--- src/rtl/extint_controller_v2_pkg.sv ---
// Shared definitions for the external interrupt controller: bus access encoding,
// register offsets and the register selector type.
package extint_controller_v2_pkg;

    localparam int unsigned BUS_ACC_W = 2;
    // Access size is log2(bytes); only full-word accesses are legal.
    localparam logic [BUS_ACC_W-1:0] BUS_ACC_4B = 2'd2;

    localparam int unsigned EIC_PENDING_OFS = 'h0;
    localparam int unsigned EIC_ENABLE_OFS  = 'h4;
    localparam int unsigned EIC_MODE_OFS    = 'h8;
    localparam int unsigned EIC_CLAIM_OFS   = 'hC;

    typedef enum logic [1:0] {
        RegPending = 2'd0,
        RegEnable  = 2'd1,
        RegMode    = 2'd2,
        RegClaim   = 2'd3
    } eic_reg_e;

    function automatic int unsigned idx_width(input int unsigned n);
        return (n > 1) ? $clog2(n) : 1;
    endfunction

endpackage

--- src/rtl/eic_prio_enc.sv ---
// Combinational lowest-index-first priority encoder: request vector to
// {valid, binary index, one-hot winner}.
module eic_prio_enc
    import extint_controller_v2_pkg::*;
#(
    parameter  int unsigned N    = 8,
    localparam int unsigned IdxW = idx_width(N)
) (
    input  logic [N-1:0]    req,
    output logic            valid,
    output logic [IdxW-1:0] idx,
    output logic [N-1:0]    onehot
);

    // Scan from the top so the lowest set index is the last one written.
    always_comb begin
        valid  = |req;
        idx    = '0;
        onehot = '0;
        for (int i = N - 1; i >= 0; i--) begin
            if (req[i]) begin
                idx       = IdxW'(i);
                onehot    = '0;
                onehot[i] = 1'b1;
            end
        end
    end

endmodule

--- src/rtl/extint_controller_v2.sv ---
// External interrupt controller with per-source enable, edge/level mode, priority
// and CLAIM register. Define EIC_SYNC_EN to add 2-flop source synchronisers.
module extint_controller_v2
    import extint_controller_v2_pkg::*;
#(
    parameter int unsigned SRC_NUM   = 8,
    parameter int unsigned BUS_WIDTH = 32,
    parameter int unsigned ADDR_W    = 4
) (
    input  logic                 clk,
    input  logic                 rstn,
    output logic                 ext_int_trigger,
    input  logic                 ext_int_handled,
    input  logic [SRC_NUM-1:0]   ext_int_src,
    input  logic [ADDR_W-1:0]    addr,
    input  logic                 w_rb,
    input  logic [BUS_ACC_W-1:0] acc,
    output logic [BUS_WIDTH-1:0] rdata,
    input  logic [BUS_WIDTH-1:0] wdata,
    input  logic                 req,
    output logic                 resp,
    output logic                 fault
);

    localparam int unsigned IdxW = idx_width(SRC_NUM);

    logic [SRC_NUM-1:0]   src_s;
    logic [SRC_NUM-1:0]   pend_q, pend_d;
    logic [SRC_NUM-1:0]   en_q, en_d;
    logic [SRC_NUM-1:0]   mode_q, mode_d;
    logic [SRC_NUM-1:0]   hist_q;
    logic [SRC_NUM-1:0]   rise, clr, wsrc;
    logic                 resp_q;
    logic [BUS_WIDTH-1:0] rdata_q, rd_val, claim_val;

    logic                 win_valid;
    logic [IdxW-1:0]      win_idx;
    logic [SRC_NUM-1:0]   win_oh;

    logic                 reg_hit;
    eic_reg_e             reg_sel;
    logic                 illegal, legal, wr_en, rd_en;
    logic                 wr_pend, wr_en_reg, wr_mode;
    logic                 unused_wdata;

`ifdef EIC_SYNC_EN
    logic [SRC_NUM-1:0] sync1_q, sync2_q;

    always_ff @(posedge clk or negedge rstn) begin
        if (!rstn) begin
            sync1_q <= '0;
            sync2_q <= '0;
        end else begin
            sync1_q <= ext_int_src;
            sync2_q <= sync1_q;
        end
    end

    assign src_s = sync2_q;
`else
    assign src_s = ext_int_src;
`endif

    eic_prio_enc #(
        .N (SRC_NUM)
    ) u_prio_enc (
        .req    (pend_q & en_q),
        .valid  (win_valid),
        .idx    (win_idx),
        .onehot (win_oh)
    );

    // Bus decode
    always_comb begin
        reg_hit = 1'b1;
        reg_sel = RegPending;
        if (addr == ADDR_W'(EIC_PENDING_OFS)) begin
            reg_sel = RegPending;
        end else if (addr == ADDR_W'(EIC_ENABLE_OFS)) begin
            reg_sel = RegEnable;
        end else if (addr == ADDR_W'(EIC_MODE_OFS)) begin
            reg_sel = RegMode;
        end else if (addr == ADDR_W'(EIC_CLAIM_OFS)) begin
            reg_sel = RegClaim;
        end else begin
            reg_hit = 1'b0;
        end
    end

    assign illegal   = (acc != BUS_ACC_4B) || (addr[1:0] != 2'b00)
                     || (w_rb && (addr == ADDR_W'(EIC_CLAIM_OFS)));
    assign fault     = req & illegal;
    assign legal     = req & ~illegal;
    assign wr_en     = legal & w_rb;
    assign rd_en     = legal & ~w_rb;
    assign wr_pend   = wr_en & reg_hit & (reg_sel == RegPending);
    assign wr_en_reg = wr_en & reg_hit & (reg_sel == RegEnable);
    assign wr_mode   = wr_en & reg_hit & (reg_sel == RegMode);

    assign wsrc         = wdata[SRC_NUM-1:0];
    assign unused_wdata = ^wdata;

    // Source tracking
    assign rise = src_s & ~hist_q;
    assign clr  = ({SRC_NUM{wr_pend}} & wsrc) | ({SRC_NUM{ext_int_handled}} & win_oh);

    always_comb begin
        en_d   = wr_en_reg ? wsrc : en_q;
        mode_d = wr_mode ? wsrc : mode_q;
        pend_d = pend_q;
        for (int i = 0; i < SRC_NUM; i++) begin
            if (mode_q[i]) begin
                // Leaving level mode drops the bit; history already tracks src.
                pend_d[i] = (wr_mode && !wsrc[i]) ? 1'b0 : src_s[i];
            end else begin
                pend_d[i] = rise[i] | (pend_q[i] & ~clr[i]);
            end
        end
    end

    assign claim_val = win_valid ? (BUS_WIDTH'(win_idx) + BUS_WIDTH'(1)) : '0;

    always_comb begin
        rd_val = '0;
        if (reg_hit) begin
            unique case (reg_sel)
                RegPending: rd_val = BUS_WIDTH'(pend_q);
                RegEnable:  rd_val = BUS_WIDTH'(en_q);
                RegMode:    rd_val = BUS_WIDTH'(mode_q);
                RegClaim:   rd_val = claim_val;
                default:    rd_val = '0;
            endcase
        end
    end

    always_ff @(posedge clk or negedge rstn) begin
        if (!rstn) begin
            pend_q  <= '0;
            en_q    <= '1;
            mode_q  <= '0;
            hist_q  <= '0;
            resp_q  <= 1'b0;
            rdata_q <= '0;
        end else begin
            pend_q <= pend_d;
            en_q   <= en_d;
            mode_q <= mode_d;
            hist_q <= src_s;
            resp_q <= legal;
            if (rd_en) begin
                rdata_q <= rd_val;
            end
        end
    end

    assign ext_int_trigger = |(pend_q & en_q);
    assign resp            = resp_q;
    assign rdata           = rdata_q;

endmodule
--- config.mk ---
export PLATFORM = sky130hd
export DESIGN_NAME = extint_controller_v2
export DESIGN_NICKNAME = d
export VERILOG_FILES = /design/src/rtl/extint_controller_v2_pkg.sv /design/src/rtl/eic_prio_enc.sv /design/src/rtl/extint_controller_v2.sv
export SDC_FILE = /design/constraint.sdc
export NUM_CORES = 1
export LEC_CHECK = 0
export BUFFER_PORTS_ARGS = -buffer_cell sky130_fd_sc_hd__buf_4
export CORE_UTILIZATION = 45
export DETAILED_ROUTE_END_ITERATION = 6
export PLACE_DENSITY = 0.83
export RECOVER_POWER = 100
export SYNTH_ARGS = -nofsm -noshare
export SYNTH_HDL_FRONTEND = slang
export SYNTH_HIERARCHICAL = 1
export SYNTH_SLANG_ARGS = --single-unit
--- constraint.sdc ---
create_clock -name clk -period 1.9 [get_ports clk]
set_input_delay 0.19 -clock clk [delete_from_list [all_inputs] [get_ports clk]]
set_output_delay 0.19 -clock clk [all_outputs]
set_load 0.05 [all_outputs]
# [Word level (Yosys, flattened, before mapping)]
# Index checks and enable logic that the tools add are counted.
[totals] register_bits=65 latch_bits=0 mem_bits_rw=0 mem_bits_ro=0 wordCells=120 memories=0
[classes] n_addsub=1 n_mul=0 n_div=0 order_cmp=0 n_eq_ne=7 shift=0 n_mux=43 n_bitwise=40 reduce_logical=23
[op_table] op="one-hot mux 32 bit (4 select lines)" count=1
[op_table] op="two-way mux 8 bit" count=8
[op_table] op="AND 8 bit" count=4
[op_table] op="two-way mux 32 bit" count=1
[op_table] op="two-way mux 3 bit" count=8
[op_table] op="two-way mux 1 bit" count=20
[op_table] op="AND 1 bit" count=16
[op_table] op="NOT 1 bit" count=10
[op_table] op="logical AND 1 bit" count=9
[op_table] op="equality test 4 bit (second input constant)" count=2
[op_table] op="logical NOT 1 bit" count=8
[op_table] op="two-way mux 2 bit" count=4
[op_table] op="NOT 8 bit" count=1
[op_table] op="bitwise OR 1 bit" count=8
[op_table] op="bitwise OR 8 bit" count=1
[op_table] op="OR reduction 8 bit" count=1
[op_table] op="adder 3 x 1 -> 4 bit (second input constant)" count=1
[op_table] op="equality test 2 bit (second input constant)" count=2
[op_table] op="equality test 4 x 3 -> 1 bit (second input constant)" count=1
[op_table] op="logical NOT 4 bit" count=1
[op_table] op="two-way mux 4 bit" count=1
[op_table] op="equality test 2 x 1 -> 1 bit (second input constant)" count=1
[op_table] op="logical NOT 2 bit" count=1
[op_table] op="logical OR 1 bit" count=2
[op_table] op="other kinds (2)" count=2

# [Depth between registers and ports, before layout]
# Gate-level depths: netlist (run 1).
[logic_depth] depth_word=15 depth_mapped=9 ltp_nobuf=9

# [Modules after synthesis]
# Netlist (run 1), hierarchy kept.
[by_module_without_submodules] mod="extint_controller_v2" instances=1 cells_per_inst=230 area_each_um2=2303.5 seq_area_each_um2=1036.0
[by_module_without_submodules] mod="eic_prio_enc" instances=1 cells_per_inst=23 area_each_um2=145.1 seq_area_each_um2=0.0

# [Worst setup path before layout (run 1)]
# OpenSTA, ideal clock, no wires.
[synth_timing] path_type="reg-to-reg" start="register en_q[7]" end="register rdata_q[2], in the netlist rdata[2]" arrival_time_ns=1.995 required_time_ns=1.765 setup_slack_ns=-0.230 stages_incl_launch_ff=10 path_buffers=0 synth_period_minus_slack_ns=2.130 cell_sequence="dfstp_2 -> and2_1 -> nor2b_1 -> nor2_1 -> o41ai_1 -> ha_1 -> xnor2_1 -> nor2_1 -> a2111oi_0 -> o31ai_1"
[synth_via] elab_chain_len=13
[synth_rtl] item="start: declaration" line_no="extint_controller_v2.sv:29" rtl="logic [SRC_NUM-1:0] en_q, en_d;"
[synth_rtl] item="start signal: assignment" line_no="extint_controller_v2.sv:146" rtl="en_q <= en_d;"
[synth_rtl] item="AND 8 bit" line_no="extint_controller_v2.sv:67" rtl=".req (pend_q & en_q),"
[synth_rtl] item="two-way mux 3 bit (8 in series)" line_no="eic_prio_enc.sv:21" rtl="if (req[i]) begin"
[synth_rtl] item="via win_idx[0]" line_no="extint_controller_v2.sv:37" rtl="logic [IdxW-1:0] win_idx;"
[synth_rtl] item="adder 3 x 1 -> 4 bit" line_no="extint_controller_v2.sv:121" rtl="assign claim_val = win_valid ? (BUS_WIDTH'(win_idx) + BUS_WIDTH'(1)) : '0;"
[synth_rtl] item="two-way mux 4 bit" line_no="extint_controller_v2.sv:121"
[synth_rtl] item="one-hot mux 32 bit (4 select lines)" line_no="extint_controller_v2.sv:126" rtl="unique case (reg_sel)"
[synth_rtl] item="two-way mux 32 bit" line_no="extint_controller_v2.sv:125" rtl="if (reg_hit) begin"
[synth_rtl] item="end signal: assignment" line_no="extint_controller_v2.sv:151" rtl="rdata_q <= rd_val;"
[synth_rtl] item="end: declaration" line_no="extint_controller_v2.sv:34" rtl="logic [BUS_WIDTH-1:0] rdata_q, rd_val, claim_val;"
# The timed path passes the listed nets, and every way through them passes these cells. The select of a mux whose other input is x is not followed.
# A chain may end at the register's enable or synchronous reset.

# [Worst setup path after layout (run 1)]
[layout_timing] start="register en_q[1]" end="output ext_int_trigger"
[layout_via] elab_chain_len=2
[layout_rtl] item="AND 8 bit" line_no="extint_controller_v2.sv:156" rtl="assign ext_int_trigger = |(pend_q & en_q);"
[layout_rtl] item="OR reduction 8 bit" line_no="extint_controller_v2.sv:156"
[layout_rtl] item="end: declaration" line_no="extint_controller_v2.sv:12" rtl="output logic ext_int_trigger,"
# No other way between the ends.

==> results of run 1 <==
worst reg2reg max path: stages, from the launching register on:
cell and delay [ns]:
dfstp_2 0.53, and2_4 0.16, and2b_2 0.25, o21bai_4 0.17, o41ai_4 0.11, ha_2 0.21
xnor2_2 0.15, nor2_2 0.05, a2111oi_2 0.20, o31ai_1 0.09
cells in the final DEF (no fill, tap or decap), types with 6 or more instances in the layout:
cell type	Yosys	routed
buf_4	25	42
dfstp_2	8	8
clkbuf_8	0	6
mux2_2	18	18
dfrtp_1	33	33
a21oi_1	19	13
nand2b_1	10	10
nand2_1	25	23
clkbuf_1	4	22
a21bo_2	8	6
o21ai_0	16	12
and2_4	2	7
nor2b_1	10	9
conb_1	1	24
a21oi_2	0	6
cells by family (layout without fill, tap and decap cells):
| group | after synthesis | after routing | share of synthesized area |
|---|---|---|---|
| other cells | 1 | 24 | 0.00153 |
| flops | 41 | 41 | 0.423 |
| buf+inv | 36 | 83 | 0.0940 |
| xor+xnor | 1 | 1 | 0.00358 |
| mux | 18 | 18 | 0.0828 |
| compound gates | 64 | 64 | 0.171 |
| simple gates | 91 | 91 | 0.219 |
| fa+ha+maj | 1 | 1 | 0.00511 |
Yosys cell counts, types with 8 or more instances:
library cell	n	area, um2
dfstp_2	8	210
a21oi_1	19	95.1
nor2b_1	10	62.6
a21bo_2	8	80.1
and2_1	9	56.3
nand2b_1	10	62.6
nand2_1	25	93.8
mux2_2	18	203
dfrtp_1	33	826
nor2_1	8	30.0
o21ai_0	16	80.1
buf_4	25	188
per-layer routing:
layer | part of all wire | up-vias
met5 | 0 | -
met4 | 0.030 | 0
met3 | 0.058 | 19
met2 | 0.49 | 94
met1 | 0.42 | 1043
li1 | - | 987
per-stage QoR:
step	cells	utilization	hold slack, ns	worst slack [ns]
finish	393	0.608	0.0392	-0.264
global placement	378	0.560	0.190	-0.188
CTS	391	0.600	0.0159	-0.252
global route	393	0.608	0.0289	-0.295
floorplan	276	-	-0.106	-0.102
detailed placement	378	0.560	0.198	-0.197
timing repair:
item	CTS	global route
setup buffers	4	3
resized for setup	24	28
pin swaps	16	13
hold buffers	1	0
endpoints found under the setup margin	8	9
hold endpoints to repair	33	0
registers in the layout, indices dropped and copies added, names as in the netlist:
signal	count
en_q	8
hist_q	8
mode_q	8
pend_q	8
rdata	8
resp	1
worst max-delay path by stage:
stage	endpoint	slack, ns	cells past startpoint
after detailed placement	rdata[2]	-0.20	9
after floorplan	rdata[2]	-0.10	9
after CTS	ext_int_trigger	-0.25	4
final	ext_int_trigger	-0.26	5
after global routing	ext_int_trigger	-0.29	4
after global placement	rdata[2]	-0.19	9
where the power goes:
group / switching [W] / internal [W]
combinational: 0.000673 / 0.000550
sequential: 0.0000725 / 0.000999
clock: 0.000288 / 0.000296
area by class of cell:
type	count	area, um2
Clock buffer	8	90.1
Fill cell	439	2030
Inverter	5	18.8
Multi-Input combinational cell	199	1440
Sequential cell	41	1040
Tap cell	70	87.6
Timing Repair Buffer	70	470
==> flow_metrics.py, run 1 <==
metrics = {
    "sta": {
        "finalCriticalPeriod_ns": 2.16,
        "fin_tns_setup_ns": -1.08,
        "finalHoldViolCount": 0,
        "worst_slack_ns": -0.264,
        "clock_skew_ns": 0.00710,
        "slew-limit-headroom": 0.332,
        "rsz0062_at_grt": "yes",
        "drv_slew": 0,
        "clock.fmax_ghz": 0.462,
        "timing.final.crit_share": 1.14,
        "worstMarginPinSlew_ns": 1.00,
        "setup_viol": 9,
    },
    "setup_path": {
        "path_delay_family": "simple AND/OR/NAND/NOR gates",
        "worstReg2RegStart": "en_q[2]",
        "worstPathCellList": "and2_4 > buf_6 > or4_4 > or4_4 > buf_8",
        "cp_slowest_cell": "or4_4",
        "path_max_fanout": 6,
        "slowest_delay_ns": 0.44,
        "cp_common_cell": "or4_4",
        "required_ns": 1.71,
        "worst_setup_path_end_kind": "output port",
        "r2r_cells": 9,
        "crit_path_start_kind": "flip-flop",
        "crit_type": "flip-flop to output port",
        "startpoint": "en_q[1]",
        "critPathBufInv": 2,
        "r2r_slack_ns": -0.15,
        "r2r-end": "rdata[2]",
        "cp_data_arrival_time_ns": 1.97,
    },
    "power_and_ir_drop": {
        "peakVddDrop_uv": 382,
        "pwr_density_cell_nw_per_um2": 915,
        "leakage_nw": 1.38,
        "power.total_w": 0.00288,
    },
    "floorplanning": {
        "fp.dieArea_um2": 5740,
        "start_util": 0.473,
        "die_x_um": 75.8,
        "core_area_um2": 5170,
        "pin_count": 86,
        "std_cell_rows": 26,
        "die_y_um": 75.8,
    },
    "worst_hold_path": {
        "hold_depth": 1,
        "min-delay-path-class": "primary input to flip-flop",
        "worstHoldStart": "ext_int_src[4]",
        "hold_end": "hist_q[4]",
    },
    "cts": {
        "cts_root_buffer": "clkbuf_8",
        "htreeDepth": 2,
        "clk_pin_slew_worst_paths_ns": 0.08,
        "cts_buffers": 5,
        "clkLatencyLatePin_ns": 0.29,
        "cts_tree": "built",
        "cts.sinks": 41,
        "cts.path.max_buffers": 2,
    },
    "place": {
        "placed_cell_area_um2": 2890,
        "gp_congestion": 0.888,
        "dp_hpwl_mm": 3.91,
        "portBuffers": 37,
    },
    "drt": {
        "drtAntennaViolNets": 0,
        "finalWirelength_mm": 5.99,
        "drt_first_pass_iters": 4,
        "drtIter0Drc": 126,
        "route.detailed.drc": 0,
        "drt-vias-per-instance": 5.45,
        "routedWlPerCell_um": 15.2,
        "vias": 2143,
    },
    "layout": {
        "drive_gt1_frac": 0.409,
        "syn2layout_area_growth_pct": 28.4,
        "fin_area_um2": 3140,
        "fin_nets": 374,
        "num_antenna_cells": 0,
    },
    "synth": {
        "synth_edf_count": 0,
        "synth_cell_type_count": 47,
        "synth_ff_type": "dfrtp_1",
        "ys_seq_elements": 41,
        "syn_area_um2": 2450,
        "ys_warn_count": 6,
        "synth-seq-area-share": 0.423,
        "post_synth.cell_area_avg_um2": 9.68,
        "synthCells": 253,
        "async_flop_share": 1.00,
    },
    "global_route": {
        "grt_use_met2": 0.353,
        "grt_max_degree": 42,
        "top_usage_layer": "met2",
        "groute.layer.met3.usage": 0.0397,
        "grt_overflow": 0,
        "grt_pass1_wl_mm": 8.87,
        "track_usage": 0.210,
        "grt_pass1_vias": 1986,
        "grt_antenna_before_repair": 0,
        "grt_util_met1": 0.260,
    },
    "outcome": {
        "failed_checks": "setup timing",
        "status": "complete, but fails checks",
    },
    "flow_run": {
        "maxCapViolCount": 0,
    },
}
(Power assumes the default switching activity.)
==> inputs of run 2 (changes only) <==
--- a/config.mk
+++ b/config.mk
@@ -10,6 +10,7 @@
 export DETAILED_ROUTE_END_ITERATION = 6
 export PLACE_DENSITY = 0.83
 export RECOVER_POWER = 100
+export SKIP_LAST_GASP = 1
 export SYNTH_ARGS = -nofsm -noshare
 export SYNTH_HDL_FRONTEND = slang
 export SYNTH_HIERARCHICAL = 1
==> run 2 against run 1 <==
- the flow still finishes with violations (setup timing)
- non-clock buffer count unchanged
- total power fell by 2.4%
- cell count stayed put
- sequential share of layout area rose by 0.76 points
- die area unchanged
- register-to-register slack improved by 0.02 ns
- critical path type unchanged
- clock-buffer cell count is the same
==> flow_metrics.py, run 2 (synthesis results as in run 1) <==
metrics = {
    "place": {
        "gp_congestion": 0.888,
        "dpl.cell_count": 378,
        "portBuffers": 37,
        "dp_hpwl_mm": 3.91,
    },
    "setup_path": {
        "required_ns": 1.71,
        "crit_path_start_kind": "flip-flop",
        "r2r_slack_ns": -0.13,
        "worst_setup_path_end_kind": "output port",
        "cp_data_arrival_time_ns": 1.97,
        "cp_slowest_cell": "or4_4",
        "worstPathCellList": "and2_4 > or4_4 > or4_4 > buf_8",
        "crit_type": "flip-flop to output port",
        "cp_common_cell": "or4_4",
        "path_max_fanout": 4,
        "slowest_delay_ns": 0.50,
    },
    "cts": {
        "cts.sinks": 41,
        "clkLatencyLatePin_ns": 0.29,
        "cts_buffers": 5,
        "cts.path.max_buffers": 2,
        "htreeDepth": 2,
        "cts_tree": "built",
        "clk_pin_slew_worst_paths_ns": 0.08,
        "cts_root_buffer": "clkbuf_8",
    },
    "flow_run": {
        "maxCapViolCount": 0,
    },
    "layout": {
        "final_cell_mix": "buf_4 (43), dfrtp_1 (33), conb_1 (24), nand2_1 (23), clkbuf_1 (22)",
        "syn2layout_area_growth_pct": 25.5,
        "post-route-util": 0.594,
        "num-fill-cells": 450,
        "drive_gt1_frac": 0.368,
        "final_cells": 393,
        "fin_nets": 374,
        "final_common_cell": "buf_4",
        "num_antenna_cells": 0,
    },
    "sta": {
        "finalHoldViolCount": 0,
        "drv_slew": 0,
        "clock_skew_ns": 0.00652,
        "finalCriticalPeriod_ns": 2.16,
        "fin_tns_setup_ns": -0.890,
        "slew-limit-headroom": 0.341,
        "worstMarginPinSlew_ns": 0.989,
        "rsz0062_at_grt": "yes",
        "worst_slack_ns": -0.261,
        "clock.fmax_ghz": 0.463,
        "timing.final.crit_share": 1.14,
        "setup_viol": 8,
    },
    "power_and_ir_drop": {
        "swShare": 0.355,
        "p_switching_w": 0.000998,
        "clock_power_share": 0.206,
        "leakage_nw": 1.36,
        "share_seq_of_total_power": 0.381,
        "internal_power_w": 0.00181,
        "pwr-share-comb": 0.413,
        "pwr_density_cell_nw_per_um2": 915,
        "peakVddDrop_uv": 373,
    },
    "drt": {
        "routedWlPerCell_um": 14.4,
        "route.detailed.drc": 0,
        "drt_first_pass_iters": 4,
        "vias": 2084,
        "drtAntennaViolNets": 0,
        "drtIter0Drc": 137,
        "drt-vias-per-instance": 5.30,
        "finalWirelength_mm": 5.64,
    },
    "floorplanning": {
        "die_y_um": 75.8,
        "die_x_um": 75.8,
        "std_cell_rows": 26,
        "fp.dieArea_um2": 5740,
        "start_util": 0.473,
        "core_area_um2": 5170,
        "pin_count": 86,
    },
    "global_route": {
        "grt_antenna_before_repair": 0,
        "grt_pass1_vias": 1987,
        "grt_pass1_wl_mm": 8.85,
        "grt_overflow": 0,
        "grt_max_degree": 42,
        "track_usage": 0.209,
    },
    "outcome": {
        "failed_checks": "setup timing",
        "status": "complete, but fails checks",
    },
    "worst_hold_path": {
        "min-delay-path-class": "primary input to flip-flop",
    },
}
==> run 2: power by group through the flow <==
stage / clock [W] / sequential [W] / combinational, W
finish: 0.000580 / 0.00107 / 0.00116
global route: 0.000629 / 0.00108 / 0.00125
CTS: 0.000593 / 0.00107 / 0.00113
detailed placement: 0 / 0.00108 / 0.00101
global placement: 0 / 0.00107 / 0.000986
floorplan: 0 / 0.00118 / 0.000603
==> run 2: metrics by stage <==
stage	instance area, um2	total power (W)	setup WS, ns	hold WS, ns
after floorplan	2540	0.00178	-0.102	-0.106
after global placement	2890	0.00206	-0.188	0.190
after detailed placement	2890	0.00210	-0.197	0.198
after CTS	3100	0.00279	-0.252	0.0159
after global routing	3070	0.00296	-0.295	0.0367
final	3070	0.00281	-0.261	0.0401
==> run 2: worst paths after layout <==
path                       cells after the start               to           start
max in group asynchronous                      2        mode_q[2]            rstn
min                                            1        hist_q[4]  ext_int_src[4]
min in group asynchronous                      2        hist_q[4]            rstn
max                                            4  ext_int_trigger       pend_q[3]
max reg2reg                                    8         rdata[1]       pend_q[2]
min reg2reg                                    2         rdata[5]        rdata[5]
==> run 2: critical path: cells and delay by family, from the launching register on <==
| kind | cells | cell delay (ns) |
|---|---|---|
| AND/OR/NAND/NOR | 3 | 1.11 |
| flip-flops | 1 | 0.40 |
| buffers and inverters | 1 | 0.17 |
==> run 2: area by class of cell <==
class,instances,area (um2),area share
Clock buffer,8,90.1,0.0293
Inverter,5,18.8,0.00611
Multi-Input combinational cell,199,1370,0.447
Sequential cell,41,1040,0.337
Tap cell,70,87.6,0.0285
Timing Repair Buffer,70,467,0.152
==> run 2: routing by layer <==
metal | share of wire | vias up | global-route usage
met5 | 0 | - | 0
met4 | 0.034 | 0 | 0.0967
met3 | 0.064 | 20 | 0.0397
met2 | 0.48 | 84 | 0.353
met1 | 0.42 | 994 | 0.258
li1 | - | 986 | -
==> run 2: what timing repair did <==
item,4_1_cts,5_1_grt
setup buffers,4,3
resized for setup,23,11
cloned,0,0
hold buffers,1,0
pin swaps,16,10
hold endpoints to repair,33,0
setup endpoints to repair,8,9
